**src/rtl/uart_frame_pkg.sv**
```systemverilog
// Shared types and constants for the UART command-frame parser.
package uart_frame_pkg;

    typedef enum logic [2:0] {
        ST_IDLE,
        ST_CMD,
        ST_LEN,
        ST_DATA,
        ST_SUM
    } state_t;

    localparam logic [1:0] ERR_NONE = 2'd0;
    localparam logic [1:0] ERR_SUM  = 2'd1;
    localparam logic [1:0] ERR_LEN  = 2'd2;
    localparam logic [1:0] ERR_TMO  = 2'd3;

    localparam logic [7:0] SOF_DEFAULT = 8'hA5;

endpackage

```
**src/rtl/uart_frame_timer.sv**
```systemverilog
// Inter-byte gap counter: cleared by each byte strobe, held at zero while disabled.
module uart_frame_timer #(
    parameter int TIMEOUT_CYC = 100000
) (
    input  logic i_clk,
    input  logic i_rst_n,
    input  logic i_clr,
    input  logic i_en,
    output logic o_expire
);

    localparam int CW = $clog2(TIMEOUT_CYC + 1);

    logic [CW-1:0] r_cnt;

    always_ff @(posedge i_clk or negedge i_rst_n) begin
        if (!i_rst_n) begin
            r_cnt <= '0;
        end else if (i_clr || !i_en) begin
            r_cnt <= '0;
        end else begin
            r_cnt <= r_cnt + CW'(1);
        end
    end

    // Fires on the cycle whose edge brings the count to TIMEOUT_CYC-1, so the
    // error pulse lands exactly TIMEOUT_CYC cycles after the last strobe.
    // A strobe in the same cycle suppresses it.
    assign o_expire = i_en & ~i_clr & (r_cnt == CW'(TIMEOUT_CYC - 2));

endmodule

```
**src/rtl/uart_frame_parser.sv**
```systemverilog
// Assembles SOF/CMD/LEN/payload/checksum frames from UART bytes and holds the last good one.
module uart_frame_parser
    import uart_frame_pkg::*;
#(
    parameter int          CLK_FREQ    = 100000000,
    parameter int          MAX_LEN     = 16,
    parameter int          TIMEOUT_CYC = CLK_FREQ / 1000,
    parameter logic [7:0]  SOF         = SOF_DEFAULT,
    localparam int         LW          = $clog2(MAX_LEN + 1),
    localparam int         IW          = (MAX_LEN > 1) ? $clog2(MAX_LEN) : 1
) (
    input  logic          CLK,
    input  logic          RST_N,
    input  logic          RXFLAG,
    input  logic [7:0]    RDR,
    output logic [7:0]    CMD,
    output logic [LW-1:0] LEN,
    input  logic [IW-1:0] PAYLOAD_IDX,
    output logic [7:0]    PAYLOAD_DATA,
    output logic          FRAME_VALID,
    output logic          FRAME_ERR,
    output logic [1:0]    ERR_CODE,
    output logic          BUSY
);

    localparam logic [7:0] MAX_LEN_B = 8'(MAX_LEN);

    state_t        r_state, w_state_nxt;
    logic          r_rxflag_q;
    logic          w_stb, w_expire, w_last;
    logic          w_accept, w_fail;
    logic [1:0]    w_fail_code;

    logic [7:0]    r_cmd_w, r_sum;
    logic [LW-1:0] r_len_w;
    logic [IW-1:0] r_idx;
    logic [7:0]    r_work [MAX_LEN];

    logic [7:0]    r_cmd;
    logic [LW-1:0] r_len;
    logic [7:0]    r_hold [MAX_LEN];
    logic [1:0]    r_err_code;
    logic          r_valid, r_err;

    assign w_stb  = RXFLAG & ~r_rxflag_q;
    assign w_last = (LW'(r_idx) + LW'(1)) == r_len_w;

    uart_frame_timer #(
        .TIMEOUT_CYC (TIMEOUT_CYC)
    ) u_timer (
        .i_clk    (CLK),
        .i_rst_n  (RST_N),
        .i_clr    (w_stb),
        .i_en     (r_state != ST_IDLE),
        .o_expire (w_expire)
    );

    always_comb begin
        w_state_nxt = r_state;
        w_accept    = 1'b0;
        w_fail      = 1'b0;
        w_fail_code = ERR_NONE;
        if (w_stb) begin
            case (r_state)
                ST_IDLE: if (RDR == SOF) w_state_nxt = ST_CMD;
                ST_CMD:  w_state_nxt = ST_LEN;
                ST_LEN: begin
                    if (RDR > MAX_LEN_B) begin
                        w_fail      = 1'b1;
                        w_fail_code = ERR_LEN;
                        w_state_nxt = ST_IDLE;
                    end else if (RDR == 8'h00) begin
                        w_state_nxt = ST_SUM;
                    end else begin
                        w_state_nxt = ST_DATA;
                    end
                end
                ST_DATA: if (w_last) w_state_nxt = ST_SUM;
                ST_SUM: begin
                    if (RDR == r_sum) begin
                        w_accept = 1'b1;
                    end else begin
                        w_fail      = 1'b1;
                        w_fail_code = ERR_SUM;
                    end
                    w_state_nxt = ST_IDLE;
                end
                default: w_state_nxt = ST_IDLE;
            endcase
        end else if (w_expire) begin
            w_fail      = 1'b1;
            w_fail_code = ERR_TMO;
            w_state_nxt = ST_IDLE;
        end
    end

    always_ff @(posedge CLK or negedge RST_N) begin
        if (!RST_N) begin
            r_state    <= ST_IDLE;
            r_rxflag_q <= 1'b0;
            r_valid    <= 1'b0;
            r_err      <= 1'b0;
            r_err_code <= ERR_NONE;
            r_cmd      <= '0;
            r_len      <= '0;
            for (int i = 0; i < MAX_LEN; i++) r_hold[i] <= '0;
        end else begin
            r_state    <= w_state_nxt;
            r_rxflag_q <= RXFLAG;
            r_valid    <= w_accept;
            r_err      <= w_fail;
            if (w_fail) r_err_code <= w_fail_code;
            if (w_accept) begin
                r_cmd  <= r_cmd_w;
                r_len  <= r_len_w;
                r_hold <= r_work;
            end
        end
    end

    // Working registers carry no reset: the FSM always rewrites them before use.
    always_ff @(posedge CLK) begin
        if (w_stb) begin
            case (r_state)
                ST_CMD: begin
                    r_cmd_w <= RDR;
                    r_sum   <= RDR;
                end
                ST_LEN: begin
                    r_len_w <= RDR[LW-1:0];
                    r_sum   <= r_sum + RDR;
                    r_idx   <= '0;
                end
                ST_DATA: begin
                    r_work[r_idx] <= RDR;
                    r_sum         <= r_sum + RDR;
                    r_idx         <= r_idx + IW'(1);
                end
                default: ;
            endcase
        end
    end

    assign CMD          = r_cmd;
    assign LEN          = r_len;
    assign PAYLOAD_DATA = (LW'(PAYLOAD_IDX) < r_len) ? r_hold[PAYLOAD_IDX] : 8'h00;
    assign FRAME_VALID  = r_valid;
    assign FRAME_ERR    = r_err;
    assign ERR_CODE     = r_err_code;
    assign BUSY         = (r_state != ST_IDLE);

endmodule

```
**config.mk**
```make
export PLATFORM = sky130hd
export DESIGN_NAME = uart_frame_parser
export DESIGN_NICKNAME = d
export VERILOG_FILES = /design/src/rtl/uart_frame_pkg.sv /design/src/rtl/uart_frame_timer.sv /design/src/rtl/uart_frame_parser.sv
export SDC_FILE = /design/constraint.sdc
export NUM_CORES = 1
export LEC_CHECK = 0
export CAP_MARGIN = 30
export CORE_AREA = 2 2 190 145
export CTS_BUF_LIST = sky130_fd_sc_hd__clkbuf_2 sky130_fd_sc_hd__clkbuf_4 sky130_fd_sc_hd__clkbuf_8
export DETAILED_ROUTE_END_ITERATION = 8
export DIE_AREA = 0 0 192 147
export PLACE_DENSITY = 0.69
export SYNTH_ARGS = -nofsm -noshare
export SYNTH_HDL_FRONTEND = slang
export SYNTH_SLANG_ARGS = --single-unit
```
**constraint.sdc**
```tcl
create_clock -name CLK -period 6.25 [get_ports CLK]
set_input_delay 1.5625 -clock CLK [delete_from_list [all_inputs] [get_ports CLK]]
set_output_delay 1.5625 -clock CLK [all_outputs]
set_load 0.005 [all_outputs]
```
# After elaboration in Yosys (flattened, before gate mapping)
# Index checks and enable logic that the tools add are counted.
dict set report word_totals {
  regBits 319
  elab_cells 116
  in_bits 15
  output_inout_bits 26
}
dict set report classes {
  add_sub_neg 4
  order_cmp 5
  mux 30
  eq_ne 10
  n_bitwise 7
  reduce_logical 16
}
# cell count
set op_table {}
lappend op_table {{bitwise mux 128 bit} 1}
lappend op_table {{binary-select mux 8 bit (select 4 bit)} 1}
lappend op_table {{demux 8 bit (select 4 bit)} 1}
lappend op_table {{two-way mux 8 bit} 4}
lappend op_table {{two-way mux 3 bit} 6}
lappend op_table {{adder 17 x 1 -> 17 bit (second input constant)} 1}
lappend op_table {{equality test 17 bit (second input constant)} 1}
lappend op_table {{two-way mux 17 bit} 1}
lappend op_table {{case mux 8 bit (2 select lines)} 1}
lappend op_table {{case mux 3 bit (4 select lines)} 1}
lappend op_table {{>= comparator 5 bit (second input constant)} 2}
lappend op_table {{inverter 4 -> 5 bit} 2}
lappend op_table {{AND reduction 2 bit} 5}
lappend op_table {{adder 8 bit} 1}
lappend op_table {{equality test 8 bit} 1}
lappend op_table {{equality test 8 bit (second input constant)} 1}
lappend op_table {{greater-than comparator 8 x 5 -> 1 bit (second input constant)} 1}
lappend op_table {{logical NOT 8 bit} 1}
lappend op_table {{two-way mux 1 bit} 8}
lappend op_table {{case mux 4 bit (2 select lines)} 1}
lappend op_table {{equality test 3 x 2 -> 1 bit (second input constant)} 2}
lappend op_table {{two-way mux 2 bit} 3}
lappend op_table {{!= test 3 bit (second input constant)} 2}
lappend op_table {{nonzero test 2 bit} 3}
lappend op_table {{other kinds (18)} 21}

# Longest topological paths before layout
dict set report depth {
  depth_word 7
  mapped_depth 8
}

# Cells and area by module
# Synthesis repeated with hierarchy kept, for this count alone.
dict set report unflattened {
  hier_cells 776
  area_unflattened_um2 13052.5
}
# module n_inst seq_area_each_um2 area_each_um2 cells_per_inst
set by_module_without_submodules {}
lappend by_module_without_submodules {uart_frame_parser 1 8323.0 12176.7 686}
lappend by_module_without_submodules {uart_frame_timer 1 425.4 875.8 90}

# Worst setup path before layout
# No wires, ideal clock.
dict set report synth_timing {
  kind {input to output}
  from {input PAYLOAD_IDX[0]}
  to {output PAYLOAD_DATA[0]}
  setup_slack_ps 1750
  path_stages 5
  n_path_buf 2
  required_ps 4688
  arrival_time_ps 2937
  path_cell_list {buf_6 -> buf_6 -> mux4_1 -> mux4_2 -> a21boi_1}
}
dict set report synth_via {
  elab_chain_cells 5
  elab_cells_between_ends 6
}
# item line_no
set synth_lines {}
lappend synth_lines {{from (decl)} uart_frame_parser.sv:18} ;# input logic [IW-1:0] PAYLOAD_IDX,
lappend synth_lines {{inverter 4 -> 5 bit (implied by the code)} uart_frame_parser.sv:146} ;# assign PAYLOAD_DATA = (LW'(PAYLOAD_IDX) < r_len) ? r_hold[PAYLOAD_IDX] : 8'h00;
lappend synth_lines {{binary-select mux 8 bit (select 4 bit)} uart_frame_parser.sv:146}
lappend synth_lines {{two-way mux 8 bit (implied by the code) (2 in a row)} uart_frame_parser.sv:146}
lappend synth_lines {{two-way mux 8 bit *} uart_frame_parser.sv:146}
lappend synth_lines {{to (decl)} uart_frame_parser.sv:19} ;# output logic [7:0] PAYLOAD_DATA,
# Mark *: on every way between the ends. The rest lies on a longest branch, timed or not. The select of a mux whose other input is x is not followed.

# Worst setup path in the final report
dict set report layout_timing {
  from {input PAYLOAD_IDX[0]}
  to {output PAYLOAD_DATA[3]}
}
# The elaborated chain is that of the path after synthesis.

==> flow_metrics.py <==
metrics = {
    "run_status": {
        "outcome": "finished clean",
    },
    "setup_path": {
        "path_delay_family": "multiplexers",
        "path_class": "input port to output port",
        "r2r_setup_slack_ns": 3.47,
        "arrival_ns": 4.04,
        "critPathMaxStageDelay_ns": 0.66,
        "rr_endpoint": "r_work[84]$_DFFE_PP_",
        "cp_slowest_cell": "buf_2",
        "critPathMaxFanout": 33,
        "r2r_start": "r_state[1]$_DFFE_PN0P_",
        "critical_path_buf_inv_count": 2,
        "path_cells": "buf_2 > mux4_1 > mux4_2 > a21boi_1 > clkdlybuf4s50_1",
        "reg2regPathDepth": 5,
        "critical_path_required_ns": 4.69,
        "critPathLaunchType": "input port",
        "end_kind": "output port",
    },
    "cts": {
        "cts.sinks": 319,
        "cts.repair.resized": 0,
        "root_buffer": "clkbuf_8",
        "clockBufferDepth": 3,
        "cts_buffers": 48,
        "insertion_delay_ns": 0.57,
        "cts_tree": "built",
        "ctsHoldBuffers": 0,
        "clk_pin_slew_ns": 0.06,
        "cts_setup_buffers": 0,
        "h-tree-depth": 2,
    },
    "synth": {
        "yosys_warnings": 0,
        "synth_top_area_cell": "edfxtp_1",
        "syn-cell-area_sq_um": 13000,
        "yosysMostFrequentCell": "dfrtp_1",
        "synth_seq_cells": 319,
        "synth_edf_count": 153,
        "synth_seq_area_share": 0.674,
        "synth_ff_type": "dfrtp_1",
        "synthesis.nets": 808,
        "syn-mean-instance-area_sq_um": 16.7,
        "syn_inst": 776,
        "synth_top_area_share": 0.354,
        "yosys-top-cells-area": "edfxtp_1 35%, dfrtp_1 32%, mux2_2 12%",
        "ys_top_cells_by_count": "166 x dfrtp_1, 153 x edfxtp_1, 137 x mux2_2",
        "synth_cell_types": 50,
        "async_flop_share": 0.520,
    },
    "sta": {
        "fin_ws_ns": 0.647,
        "period_share": 0.896,
        "min_period_ns": 5.60,
        "slew-limit-headroom": 0.332,
        "setup_viol": 0,
        "setup_tns_ns": 0,
        "clock_skew_ns": 0.0220,
        "worst_slew_pin_slew_ns": 0.999,
        "final_max_slew_viol_count": 0,
        "rsz0062_at_grt": "no",
        "clock.fmax_mhz": 178,
        "finalHoldViolCount": 0,
    },
    "route": {
        "drtPass1Iterations": 4,
        "num_vias": 7111,
        "drtIter0Drc": 612,
        "viasPerCell": 5.73,
        "totalWireLength_mm": 29.6,
        "drc": 0,
        "wire_per_inst_um": 23.8,
        "ant_nets": 0,
    },
    "die": {
        "core_area_sq_um": 26500,
        "initial_core_util": 0.489,
        "rows": 52,
        "die_w_um": 192,
        "pin_count": 41,
        "die_h_um": 147,
        "design.die.area_sq_um": 28200,
    },
    "place": {
        "dp_hpwl_mm": 18.7,
        "pre_cts_ws_ns": 0.653,
        "place.port_buffers": 40,
        "place_congestion": 0.856,
    },
    "pwr": {
        "vdd_ir_drop_max_mv": 0.165,
        "power-per-cell-area_nw_per_um2": 315,
        "power.total_mw": 4.70,
        "p_leak_nw": 6.38,
    },
    "run": {
        "maxCapViolCount": 0,
    },
    "layout": {
        "nNetsFinal": 884,
        "area.growth.synth_to_final_pct": 15.1,
        "drive_gt1_frac": 0.290,
        "antenna_cells": 0,
        "fin_util": 0.563,
        "nFillCells": 2110,
    },
    "global_routing": {
        "grt_pass1_wl_mm": 44.7,
        "grt_pass1_vias": 7000,
        "antenna_found_initial": 0,
        "grt_max_degree": 147,
        "overflow": 0,
        "track_usage": 0.218,
    },
    "min_path": {
        "holdPathEnd": "r_hold[76]$_DFFE_PN0P_",
        "holdCritStartpoint": "r_work[76]$_DFFE_PP_",
        "hold_depth": 1,
        "worstHoldPathType": "flop to flop",
    },
}
[how the worst max path moves through the flow]
stage,end,from,cells past startpoint,slack (ns)
after floorplan,PAYLOAD_DATA[0],PAYLOAD_IDX[0],5,1.75
after global routing,PAYLOAD_DATA[3],PAYLOAD_IDX[0],5,0.56
final,PAYLOAD_DATA[3],PAYLOAD_IDX[0],5,0.65
after CTS,PAYLOAD_DATA[4],PAYLOAD_IDX[0],5,0.63
after detailed placement,PAYLOAD_DATA[4],PAYLOAD_IDX[0],5,0.65
after global placement,PAYLOAD_DATA[4],PAYLOAD_IDX[0],5,0.69
[cell usage in the layout (no fill, tap or decap), drive strengths merged, types with 17 or more instances in the layout]
cell type        n
nand2           35
dfrtp          166
nor2            44
edfxtp         153
mux4            40
buf             21
mux2           137
clkdlybuf4s50   38
inv             17
o21ai           18
clkbuf          71
[per-stage QoR]
| stage | area, sq um | instances | hold WS, ns |
|---|---|---|---|
| finish | 15000 | 1242 | 0.461 |
| global route | 15000 | 1242 | 0.486 |
| CTS | 14900 | 1241 | 0.469 |
| detailed placement | 13800 | 1152 | 0.461 |
| global placement | 13800 | 1151 | 0.455 |
| floorplan | 13000 | 776 | 0.454 |
[power breakdown]
group	switching [mW]	leakage, nW	internal (mW)
Combinational	0.238	2.12	0.144
Clock	0.814	0.598	1.17
Sequential	0.0593	3.66	2.28
[state kept, by name (all words and copies together), names as in the netlist, 2 cells and up]
signal         cells
CMD                8
r_len_w            5
r_sum              8
r_cmd_w            8
LEN                5
u_timer.r_cnt     17
r_hold           128
r_state            3
r_idx              4
r_work           128
ERR_CODE           2
[per-layer routing]
layer | up-vias | GRT usage | wire length, um
met5 | - | 0 | 0
met4 | 0 | 0.0561 | 712
met3 | 50 | 0.0535 | 2150
met2 | 245 | 0.291 | 12200
met1 | 3726 | 0.355 | 14600
li1 | 3090 | - | -
[area by class of cell]
class | instances | area [sq um] | area share
timing repair buffer | 59 | 562 | 0.0376
clock inverter | 18 | 249 | 0.0167
clock buffer | 71 | 890 | 0.0595
inverter | 15 | 56.3 | 0.00377
multi-input combinational | 409 | 4010 | 0.268
tap | 351 | 439 | 0.0294
sequential | 319 | 8750 | 0.585
[worst register-to-register path, cell delays in order (launching register included)]
cell and delay [ns]:
dfrtp_1 0.47, nor2b_1 0.42, nand2_1 0.23, nor2_1 0.26
nand2_1 0.21, nor2_1 0.80
[cells by family after synthesis]
kind of cell	share of synthesized area
xor+xnor	0.0175
simple gates	0.0499
compound gates	0.0260
flops	0.674
buf+inv	0.0182
mux	0.197
fa+ha+maj	0.0177
(Power assumes the default switching activity.)
